`config.mk`:
```
export PLATFORM = sky130hd
export DESIGN_NAME = spi_slave_gen2_flat
export DESIGN_NICKNAME = d
export VERILOG_FILES = /design/src/rtl/spi_slave_gen2_if.sv /design/src/rtl/spi_slave_gen2.sv /design/src/flat_wrapper.sv
export SDC_FILE = /design/constraint.sdc
export NUM_CORES = 1
export LEC_CHECK = 0
export CORE_UTILIZATION = 28
export CTS_CLUSTER_SIZE = 24
export DETAILED_ROUTE_END_ITERATION = 16
export SETUP_SLACK_MARGIN = 0.3
export SYNTH_ARGS = -nofsm -noshare
export SYNTH_HDL_FRONTEND = slang
export SYNTH_SLANG_ARGS = --single-unit
```
`constraint.sdc`:
```
create_clock -name clk -period 1.88 [get_ports clk]
set_input_delay 0.376 -clock clk [delete_from_list [all_inputs] [get_ports clk]]
set_output_delay 0.376 -clock clk [all_outputs]
set_load 0.03 [all_outputs]
```
`src/rtl/spi_slave_gen2_if.sv`:
```
// rtl/spi_slave_gen2_if.sv - pin, TX-load and RX-handshake bundle for spi_slave_gen2
interface spi_slave_gen2_if #(
  parameter int DATA_W = 8
);
  logic              enable;
  logic              load;
  logic [DATA_W-1:0] inload;
  logic [1:0]        Mode;
  logic              lsb_first;
  logic              SCLK;
  logic              SS;
  logic              MOSI;
  logic              MISO;
  logic [DATA_W-1:0] Slave_SR;
  logic              Slave_Done;
  logic              busy;
  logic [DATA_W-1:0] rx_data;
  logic              rx_valid;
  logic              rx_ready;
  logic              overrun;
  logic              frame_err;

  modport slave (
    input  enable, load, inload, Mode, lsb_first, SCLK, SS, MOSI, rx_ready,
    output MISO, Slave_SR, Slave_Done, busy, rx_data, rx_valid, overrun, frame_err
  );

  modport master (
    output enable, load, inload, Mode, lsb_first, SCLK, SS, MOSI, rx_ready,
    input  MISO, Slave_SR, Slave_Done, busy, rx_data, rx_valid, overrun, frame_err
  );
endinterface

```
`src/rtl/spi_slave_gen2.sv`:
```
// rtl/spi_slave_gen2.sv - oversampling SPI slave, all modes, MSB/LSB first; SPI_SLAVE_RXFIFO_EN selects RX FIFO
module spi_slave_gen2 #(
  parameter int DATA_W      = 8,
  parameter int SYNC_STAGES = 2,
  parameter int FIFO_DEPTH  = 4
) (
  input logic            clk,
  input logic            reset,
  spi_slave_gen2_if.slave bus
);
  localparam int CW = $clog2(DATA_W + 1);

  typedef enum logic {IDLE = 1'b0, ACTIVE = 1'b1} state_t;

  state_t                 state;
  logic [SYNC_STAGES-1:0] sclk_sync, ss_sync, mosi_sync;
  logic                   sclk_d, ss_d;
  logic                   sclk_s, ss_s, mosi_s;
  logic                   cpol, cpha, lsb;
  logic [CW-1:0]          cnt;
  logic [DATA_W-1:0]      tx_sr, tx_hold, slave_sr, tx_src;
  logic                   miso_bit, done, ferr, busy_r;
  logic                   rise, fall, lead, trail, sample_edge, shift_edge;
  logic                   ss_fall, ss_rise, push;
  logic [DATA_W-1:0]      rx_data_o;
  logic                   rx_valid_o, overrun_o;

  // Next bit to put on MISO from a TX shift register, given the bit order.
  function automatic logic first_bit(input logic [DATA_W-1:0] v, input logic l);
    return l ? v[0] : v[DATA_W-1];
  endfunction

  // TX shift register after one bit has been presented.
  function automatic logic [DATA_W-1:0] tx_shift(input logic [DATA_W-1:0] v, input logic l);
    return l ? {1'b0, v[DATA_W-1:1]} : {v[DATA_W-2:0], 1'b0};
  endfunction

  assign sclk_s = sclk_sync[SYNC_STAGES-1];
  assign ss_s   = ss_sync[SYNC_STAGES-1];
  assign mosi_s = mosi_sync[SYNC_STAGES-1];

  // SS synchroniser resets low so that SS held low through reset never looks like a fresh fall.
  always_ff @(posedge clk or posedge reset) begin
    if (reset) begin
      sclk_sync <= '0;
      ss_sync   <= '0;
      mosi_sync <= '0;
      sclk_d    <= 1'b0;
      ss_d      <= 1'b0;
    end else begin
      sclk_sync <= {sclk_sync[SYNC_STAGES-2:0], bus.SCLK};
      ss_sync   <= {ss_sync[SYNC_STAGES-2:0], bus.SS};
      mosi_sync <= {mosi_sync[SYNC_STAGES-2:0], bus.MOSI};
      sclk_d    <= sclk_s;
      ss_d      <= ss_s;
    end
  end

  // Leading edge moves SCLK away from its idle (CPOL) level; CPHA picks which edge samples.
  always_comb begin
    rise        = sclk_s & ~sclk_d;
    fall        = ~sclk_s & sclk_d;
    lead        = cpol ? fall : rise;
    trail       = cpol ? rise : fall;
    sample_edge = (cpha ? trail : lead) & bus.enable;
    shift_edge  = (cpha ? lead : trail) & bus.enable;
    ss_fall     = ss_d & ~ss_s;
    ss_rise     = ~ss_d & ss_s;
    tx_src      = bus.load ? bus.inload : tx_sr;
  end

  // Frame FSM: mode capture, bit shifting, word completion and frame-error detection.
  always_ff @(posedge clk or posedge reset) begin
    if (reset) begin
      state    <= IDLE;
      cpol     <= 1'b0;
      cpha     <= 1'b0;
      lsb      <= 1'b0;
      cnt      <= '0;
      tx_sr    <= '0;
      tx_hold  <= '0;
      slave_sr <= '0;
      miso_bit <= 1'b0;
      done     <= 1'b0;
      ferr     <= 1'b0;
      busy_r   <= 1'b0;
    end else begin
      done <= 1'b0;
      ferr <= 1'b0;
      case (state)
        IDLE: begin
          busy_r <= 1'b0;
          if (bus.load) begin
            tx_sr   <= bus.inload;
            tx_hold <= bus.inload;
          end
          if (ss_fall && bus.enable) begin
            cpol   <= bus.Mode[1];
            cpha   <= bus.Mode[0];
            lsb    <= bus.lsb_first;
            cnt    <= '0;
            state  <= ACTIVE;
            busy_r <= 1'b1;
            // CPHA=0 must present bit 0 before the first (sampling) edge arrives.
            if (!bus.Mode[0]) begin
              miso_bit <= first_bit(tx_src, bus.lsb_first);
              tx_sr    <= tx_shift(tx_src, bus.lsb_first);
            end else begin
              miso_bit <= 1'b0;
            end
          end
        end
        ACTIVE: begin
          if (bus.load) tx_hold <= bus.inload;
          if (done) begin
            cnt <= '0;
            if (!cpha) begin
              miso_bit <= first_bit(tx_hold, lsb);
              tx_sr    <= tx_shift(tx_hold, lsb);
            end else begin
              tx_sr <= tx_hold;
            end
          end
          if (ss_rise) begin
            state  <= IDLE;
            busy_r <= 1'b0;
            if (!done && cnt != '0) ferr <= 1'b1;
          end else if (!done) begin
            if (sample_edge) begin
              slave_sr <= lsb ? {mosi_s, slave_sr[DATA_W-1:1]} : {slave_sr[DATA_W-2:0], mosi_s};
              cnt      <= cnt + CW'(1);
              if (cnt == CW'(DATA_W - 1)) done <= 1'b1;
            end
            // With CPHA=0 the trailing edge that follows the last sample belongs to the
            // finished word; the next word's bit 0 is already on MISO, so skip it.
            if (shift_edge && (cpha || cnt != '0)) begin
              miso_bit <= first_bit(tx_sr, lsb);
              tx_sr    <= tx_shift(tx_sr, lsb);
            end
          end
        end
        default: state <= IDLE;
      endcase
    end
  end

  assign push = done;

`ifdef SPI_SLAVE_RXFIFO_EN
  localparam int AW = $clog2(FIFO_DEPTH);

  logic [DATA_W-1:0] mem [FIFO_DEPTH];
  logic [AW:0]       wr_ptr, rd_ptr;
  logic              empty, full, pop, accept;

  always_comb begin
    empty  = (wr_ptr == rd_ptr);
    full   = (wr_ptr[AW] != rd_ptr[AW]) && (wr_ptr[AW-1:0] == rd_ptr[AW-1:0]);
    pop    = !empty && bus.rx_ready;
    accept = push && (!full || pop);
  end

  // FIFO pointers; a pop in the same cycle frees room for a push into a full FIFO.
  always_ff @(posedge clk or posedge reset) begin
    if (reset) begin
      wr_ptr    <= '0;
      rd_ptr    <= '0;
      overrun_o <= 1'b0;
    end else begin
      overrun_o <= push && full && !pop;
      if (accept) wr_ptr <= wr_ptr + (AW+1)'(1);
      if (pop)    rd_ptr <= rd_ptr + (AW+1)'(1);
    end
  end

  // FIFO storage, written only on an accepted push.
  always_ff @(posedge clk) begin
    if (accept) mem[wr_ptr[AW-1:0]] <= slave_sr;
  end

  assign rx_valid_o = !empty;
  assign rx_data_o  = empty ? '0 : mem[rd_ptr[AW-1:0]];
`else
  // Single holding register: a new word always replaces the old one.
  always_ff @(posedge clk or posedge reset) begin
    if (reset) begin
      rx_data_o  <= '0;
      rx_valid_o <= 1'b0;
      overrun_o  <= 1'b0;
    end else begin
      overrun_o <= 1'b0;
      if (push) begin
        rx_data_o  <= slave_sr;
        rx_valid_o <= 1'b1;
        if (rx_valid_o && !bus.rx_ready) overrun_o <= 1'b1;
      end else if (rx_valid_o && bus.rx_ready) begin
        rx_valid_o <= 1'b0;
      end
    end
  end
`endif

  assign bus.MISO       = (state == ACTIVE) && bus.enable && miso_bit;
  assign bus.Slave_SR   = slave_sr;
  assign bus.Slave_Done = done;
  assign bus.busy       = busy_r;
  assign bus.frame_err  = ferr;
  assign bus.rx_data    = rx_data_o;
  assign bus.rx_valid   = rx_valid_o;
  assign bus.overrun    = overrun_o;
endmodule
```
`src/flat_wrapper.sv`:
```
// flat-port wrapper written by rule: the top's interface ports become plain ports
module spi_slave_gen2_flat 
#(
  parameter int DATA_W      = 8,
  parameter int SYNC_STAGES = 2,
  parameter int FIFO_DEPTH  = 4
)
  (clk, reset, bus_enable, bus_load, bus_inload, bus_Mode, bus_lsb_first, bus_SCLK, bus_SS, bus_MOSI, bus_rx_ready, bus_MISO, bus_Slave_SR, bus_Slave_Done, bus_busy, bus_rx_data, bus_rx_valid, bus_overrun, bus_frame_err);
  spi_slave_gen2_if #(.DATA_W(DATA_W)) bus_i ();
  input logic clk;
  input logic reset;
  input wire logic [$bits(bus_i.enable)-1:0] bus_enable;
  input wire logic [$bits(bus_i.load)-1:0] bus_load;
  input wire logic [$bits(bus_i.inload)-1:0] bus_inload;
  input wire logic [$bits(bus_i.Mode)-1:0] bus_Mode;
  input wire logic [$bits(bus_i.lsb_first)-1:0] bus_lsb_first;
  input wire logic [$bits(bus_i.SCLK)-1:0] bus_SCLK;
  input wire logic [$bits(bus_i.SS)-1:0] bus_SS;
  input wire logic [$bits(bus_i.MOSI)-1:0] bus_MOSI;
  input wire logic [$bits(bus_i.rx_ready)-1:0] bus_rx_ready;
  output wire logic [$bits(bus_i.MISO)-1:0] bus_MISO;
  output wire logic [$bits(bus_i.Slave_SR)-1:0] bus_Slave_SR;
  output wire logic [$bits(bus_i.Slave_Done)-1:0] bus_Slave_Done;
  output wire logic [$bits(bus_i.busy)-1:0] bus_busy;
  output wire logic [$bits(bus_i.rx_data)-1:0] bus_rx_data;
  output wire logic [$bits(bus_i.rx_valid)-1:0] bus_rx_valid;
  output wire logic [$bits(bus_i.overrun)-1:0] bus_overrun;
  output wire logic [$bits(bus_i.frame_err)-1:0] bus_frame_err;
  assign bus_i.enable = bus_enable;
  assign bus_i.load = bus_load;
  assign bus_i.inload = bus_inload;
  assign bus_i.Mode = bus_Mode;
  assign bus_i.lsb_first = bus_lsb_first;
  assign bus_i.SCLK = bus_SCLK;
  assign bus_i.SS = bus_SS;
  assign bus_i.MOSI = bus_MOSI;
  assign bus_i.rx_ready = bus_rx_ready;
  assign bus_MISO = bus_i.MISO;
  assign bus_Slave_SR = bus_i.Slave_SR;
  assign bus_Slave_Done = bus_i.Slave_Done;
  assign bus_busy = bus_i.busy;
  assign bus_rx_data = bus_i.rx_data;
  assign bus_rx_valid = bus_i.rx_valid;
  assign bus_overrun = bus_i.overrun;
  assign bus_frame_err = bus_i.frame_err;
  spi_slave_gen2 #(.DATA_W(DATA_W), .SYNC_STAGES(SYNC_STAGES), .FIFO_DEPTH(FIFO_DEPTH)) u_core (.clk(clk), .reset(reset), .bus(bus_i));
endmodule
```
==> impl_metrics.py, run 1 <==
metrics = {
    "run_status": {
        "status": "complete, no violations",
    },
    "floorplanning": {
        "start_util_pct": 29.3,
        "row_count": 37,
        "die_y_um": 107,
        "pin_count": 41,
        "core_area_sq_um": 10500,
        "dieArea_sq_um": 11400,
        "die_x_um": 107,
    },
    "placed_design": {
        "place.gp.congestion": 0.863,
        "port_buffers": 40,
        "dp_hpwl_um": 5580,
    },
    "global_routing": {
        "grt_max_degree": 55,
        "grt-ovfl-total": 0,
        "grt_usage_pct": 14.8,
        "grt_pass1_wl_um": 13500,
        "antenna_found_initial": 0,
        "grt_pass1_vias": 2668,
    },
    "synthesis": {
        "synth_fp_nets": 305,
        "netlist_area_sq_um": 3070,
        "yosysSeqAreaShare_pct": 44.1,
        "netlist_instances": 284,
        "async_flop_share_pct": 100,
        "synth.avg_cell_area_sq_um": 10.8,
        "yosys_register_bits": 54,
        "ys_warn_count": 0,
        "synth_edf_count": 0,
        "ys.flop_type": "dfrtp_1",
        "ys_types": 50,
    },
    "finish": {
        "ff_latch_area_sq_um": 1350,
        "layout_common_cells": "dfrtp_1, mux2_2, buf_4",
        "multi_input_area_sq_um": 1670,
        "diodes": 0,
        "final_common_cell": "dfrtp_1",
        "syn_to_final_growth_pct": 30.7,
        "post-route-util_pct": 38.3,
        "drive_gt1_share_pct": 29.9,
        "fillers": 1040,
        "nets": 365,
    },
    "setup_path": {
        "critPathMostFrequentCell": "a2111o_1",
        "critPathMaxStageDelay_ns": 0.47,
        "start_kind": "flop",
        "criticalPathCategory": "flop to flop",
        "critPathBufInv": 0,
        "crit_required_ns": 2.12,
        "crit_family": "compound AO/OA/AOI/OAI gates",
        "arrival_ns": 2.11,
        "rr_startpoint": "u_core.cpol$_DFFE_PP0P_",
        "crit_start": "u_core.cpol$_DFFE_PP0P_",
        "path_cells": "or3b_4 -> a2111o_1 -> a2111o_1 -> o211ai_2",
        "cp_max_fo": 6,
        "critPathSlowestCell": "a2111o_1",
        "cp-end-kind": "flop",
    },
    "cts": {
        "root_buffer": "clkbuf_8",
        "clk_pin_slew_worst_paths_ns": 0.10,
        "numCtsBuffers": 5,
        "clockBufferDepth": 2,
        "cts.sinks": 54,
        "cts_hold_buf": 0,
        "htreeDepth": 2,
        "cts_tree": "built",
        "clock_latency_ns": 0.32,
    },
    "route": {
        "postRouteAntennaNets": 0,
        "wire_per_inst_um": 16.6,
        "drt-total-wl_um": 7980,
        "first_pass_iters": 4,
        "drt_iter0_drc": 137,
        "vias": 2532,
        "routed_via_density": 5.26,
        "drc": 0,
    },
    "pwr": {
        "power_density_nw_per_um2": 908,
        "p_leak_uw": 0.00183,
        "vdd_drop_max_mv": 0.400,
    },
    "timing": {
        "hold_violations": 0,
        "min_period_ns": 1.87,
        "slew_headroom_pct": 59.2,
        "period_share_pct": 99.5,
        "tns_ns": 0,
        "skew_ns": 0.0132,
        "rsz0062_at_grt": "true",
        "fmax_mhz": 535,
        "worst_pin_slew_ns": 0.606,
        "whs_ns": 0.364,
        "finalSetupViolCount": 0,
        "slew_violations": 0,
    },
    "job": {
        "maxCapViolCount": 0,
    },
    "min_path": {
        "hold_start": "u_core.mosi_sync[0]$_DFF_PP0_",
        "hold_class": "flop to flop",
    },
}
==> final cells by class <==
cell class | instances | area share [%]
clock buffers | 5 | 1.72
clock inverters | 3 | 1.19
inverters | 10 | 1.03
multi-input cells | 200 | 41.8
flip-flops and latches | 54 | 33.8
well taps | 136 | 4.25
repair buffers | 73 | 16.2
==> kinds of logic (layout without fill, tap and decap cells) <==
logic type,count (synthesis),count (layout),synth area share [%]
flip-flops,54,54,44.1
AO/OA/AOI/OAI,66,66,16.2
AND/OR/NAND/NOR,75,75,13.7
XOR/XNOR,1,1,0.286
buffers and inverters,30,91,4.16
adder cells (fa/ha/maj),2,2,0.816
multiplexers,56,56,20.7
==> routing by layer <==
| layer | global-route usage, % | share of wire, % |
|---|---|---|
| met1 | 20.1 | 47 |
| met2 | 23.6 | 49 |
| met3 | 2.31 | 3.0 |
| met4 | 5.87 | 1.3 |
| met5 | 0 | 0 |
==> synthesized netlist by cell type, types with 4 or more instances <==
cell type  number  area [sq um]
a211o_1         4          35.0
a21o_1          4          30.0
a21oi_1         4          20.0
a221oi_1        8          70.1
clkbuf_1       14          52.6
dfrtp_1        54          1350
inv_1          10          37.5
mux2_2         40           450
mux2i_1        14           140
nand2_1        19          71.3
nand2b_1        9          56.3
nand3_1         5          25.0
nand4_1        10          62.6
nor2_1          7          26.3
nor3_1          5          25.0
o21ai_0        16          80.1
o221ai_1        6          52.6
==> power by group <==
group / internal [uW] / switching (uW) / total (uW)
clock network: 405 / 429 / 834
registers: 1330 / 230 / 1560
logic: 627 / 620 / 1250
==> path summary, 6_finish.rpt <==
| path | end | slack [ns] | cells after the start |
|---|---|---|---|
| setup / recovery | u_core.tx_sr[7]$_DFF_PP0_ | 0.01 | 4 |
| hold / removal | u_core.mosi_sync[1]$_DFF_PP0_ | 0.36 | 0 |
| setup reg to reg | u_core.tx_sr[7]$_DFF_PP0_ | 0.01 | 4 |
| hold reg to reg | u_core.mosi_sync[1]$_DFF_PP0_ | 0.36 | 0 |
| max in group asynchronous | u_core.cpol$_DFFE_PP0P_ | 1.11 | 3 |
| min in group asynchronous | u_core.bus.rx_data[6]$_DFFE_PP0P_ | 0.47 | 3 |
==> metrics by stage <==
step / worst slack, ns / cell area, sq um / power [uW] / instances
6_report: 0.00971 / 4010 / 3640 / 481
5_1_grt: -0.0619 / 4010 / 3870 / 481
4_1_cts: 0.00553 / 3980 / 3630 / 481
3_5_place_dp: -0.259 / 3860 / 2790 / 472
3_3_place_gp: -0.185 / 3860 / 2760 / 472
2_1_floorplan: 0.0644 / 3120 / 2370 / 284
==> sequential cells by signal, summed over array words and instances, names as in the netlist, 2 cells and up <==
signal               count
u_core.bus.Slave_SR      8
u_core.bus.rx_data       8
u_core.cnt               4
u_core.mosi_sync         2
u_core.sclk_sync         2
u_core.ss_sync           2
u_core.tx_hold           8
u_core.tx_sr             8
==> what timing repair did <==
action | in CTS | in global routing
setup endpoints to repair | 47 | 30
hold endpoints to repair | 0 | 0
setup buffers | 1 | 0
pin swaps | 1 | 0
gates resized for setup | 31 | 14
gates cloned | 0 | 0
No activity file was read; power rests on OpenSTA's default activity.
==> inputs of run 2 (changes only) <==
- CAP_MARGIN: default -> 20
==> results of run 2 <==
The final DEF is identical to that of run 1; final timing and power are the same.
==> variant: new RTL, config.mk and constraints of run 1 <==
Build with the macro `SPI_SLAVE_RXFIFO_EN` defined.
--- a/src/rtl/spi_slave_gen2.sv
+++ b/src/rtl/spi_slave_gen2.sv
@@ -1,2 +1,4 @@
 // rtl/spi_slave_gen2.sv - oversampling SPI slave, all modes, MSB/LSB first; SPI_SLAVE_RXFIFO_EN selects RX FIFO
+`define SPI_SLAVE_RXFIFO_EN
+
 module spi_slave_gen2 #(
Function: no difference found for any inputs over 10 cycles, from zero or initial values and one cycle with reset high; that may be too few to reach the edited logic, so the function may still have changed.
==> variant against run 1 <==
The flow now finishes with violations (negative setup slack); design area rose by 53%; first-iteration DRC count rose by 34%; core utilization rose by 3.4 points; wire length rose by 30%; via count rose by 26%; total power rose by 75%; maximum frequency fell by 9.4%; worst setup slack got worse by 0.20 ns; final cell count rose by 31%; die area rose by 38%; synthesized area rose by 38%; sequential cell count rose by 29; critical endpoint is now bus_rx_data[4].
==> variant: results (changes against run 1) <==
----------------------------------------------------
[Routing]
  Count of routing violations after the opening detailed-route iteration ... 184 (was 137)
  Mean number of vias per cell ... 5.08 (was 5.26)
  Total wirelength of the detailed-routed design ... 10.4 mm (was 7.98 mm)

[Clocking]
  Clock edge transition at the registers on the reported setup and hold paths ... 0.06 ns (was 0.10 ns)
  Inserted Clock Buffers ... 9 (was 5)
  CTS H-tree depth ... 3 (was 2)
  Clock latency on the worst-skew pair ... 0.34 ns (was 0.32 ns)
  Root Buffer ... sky130_fd_sc_hd__clkbuf_16 (was sky130_fd_sc_hd__clkbuf_8)

[Logic synthesis]
  Post-synth top cells ... 51 x sky130_fd_sc_hd__dfrtp_1, 32 x sky130_fd_sc_hd__edfxtp_1, 29 x sky130_fd_sc_hd__mux2i_1, 27 x sky130_fd_sc_hd__nor2_1, 26 x sky130_fd_sc_hd__nand2_1 (was 54 x sky130_fd_sc_hd__dfrtp_1, 40 x sky130_fd_sc_hd__mux2_2, 19 x sky130_fd_sc_hd__nand2_1, 16 x sky130_fd_sc_hd__o21ai_0)
  Count of flip-flops with a built-in enable after synthesis ... 32 (was 0)
  Portion of the post-synthesis area used by sequential elements ... 52.7% (was 44.1%)
  Distinct cell type count after synthesis ... 47 (was 50)

[Place]
  Worst slack at placement ... -0.179 ns (was -0.259 ns)
  Detailed placer's ending HPWL ... 6.93 mm (was 5.58 mm)
  Routability congestion estimate from global placement ... 0.834 (was 0.863)

[Pwr]
  Clock power frac ... 30.7% (was 22.9%)
  Share of total power in sequential cells ... 40.9% (was 42.8%)

[Finish]
  Layout fillers ... 1380 (was 1040)

[STA]
  Final Setup Violations ... 11 (was 0)
  Slew Limit Headroom ... 56.8% (was 59.2%)
  TNS Setup ... -1.43 ns (was 0 ns)
  Final worst-path setup slack ... -0.185 ns (was 0.00971 ns)

[GRT]
  Largest net degree at the start of global routing ... 21 (was 55)
  Vias in the first global route ... 3229 (was 2668)
  Global-route wire length before repair ... 16.9 mm (was 13.5 mm)

[Run status]
  Outcome ... finished, violations left (was finished clean)
  Violated checks ... negative setup slack

----------------------------------------------------
## variant: cell types whose count changed after synthesis, moves of 9 or more
cell                              run 1  this run
sky130_fd_sc_hd__a21oi_1              4        13
sky130_fd_sc_hd__nand4_1             10         0
sky130_fd_sc_hd__mux2i_1             14        29
sky130_fd_sc_hd__mux2_2              40        10
sky130_fd_sc_hd__nor2_1               7        27
sky130_fd_sc_hd__mux4_2               2        15
sky130_fd_sc_hd__edfxtp_1             0        32
## variant: cells by family after synthesis
logic type / count (synthesis) / synth area share, %
fa+ha+maj: 7 / 2.06
xor+xnor: 10 / 2.06
compound gates: 61 / 9.55
mux: 54 / 17.5
flops: 83 / 52.7
buf+inv: 39 / 3.98
simple gates: 100 / 12.1
## variant: area by class of cell
type	instances	area, µm²	share of cell area (%)
Tap cell	184	230	3.77
Clock buffer	9	225	3.69
Multi-Input combinational cell	234	2180	35.7
Clock inverter	7	109	1.78
Timing Repair Buffer	95	1050	17.2
Sequential cell	83	2250	36.8
Inverter	17	67.6	1.11
## variant: layer usage
layer  vias to the layer above  routed length [µm]  GRT usage (%)
met1                      1610                4370           16.9
met5                         -                   0              0
met3                        21                 359           2.65
li1                       1481                   -              -
met4                         0                 175           3.95
met2                        86                5460           24.2
## variant: repair_timing
action | in CTS | in global routing
pin swaps | 22 | 22
hold buffers | 0 | 0
gates resized for setup | 93 | 32
buffers inserted | 10 | 5
endpoints found under the setup margin | 78 | 77
gates cloned | 4 | 1
## variant: through the flow
step | cells | hold slack (ns) | utilization, % | instance area [µm²] | total power, W
2_1_floorplan | 354 | 0.331 | - | 4350 | 0.00347
3_3_place_gp | 593 | 0.333 | 35.2 | 5160 | 0.00406
3_5_place_dp | 593 | 0.337 | 35.2 | 5160 | 0.00411
4_1_cts | 623 | 0.352 | 40.2 | 5890 | 0.00622
5_1_grt | 629 | 0.355 | 41.7 | 6110 | 0.00666
6_report | 629 | 0.350 | 41.7 | 6110 | 0.00637
## variant: worst paths after layout
| check | from | to | cells past startpoint |
|---|---|---|---|
| setup / recovery | u_core.rd_ptr[0] | bus_rx_data[4] | 4 |
| hold / removal | u_core.ss_sync[0] | u_core.ss_sync[1] | 0 |
| setup reg to reg | u_core.cnt[1] | u_core.miso_bit | 7 |
| hold reg to reg | u_core.ss_sync[0] | u_core.ss_sync[1] | 0 |
| max in group asynchronous | reset | u_core.cpol | 3 |
| min in group asynchronous | reset | u_core.tx_hold[4] | 2 |
## variant: worst max-delay path: cells and delay by family (launching register included)
kind / cells / cell delay, ns
buffers and inverters: 2 / 0.29
DFF: 1 / 0.41
muxes: 1 / 0.49
and+or+nand+nor: 1 / 0.17
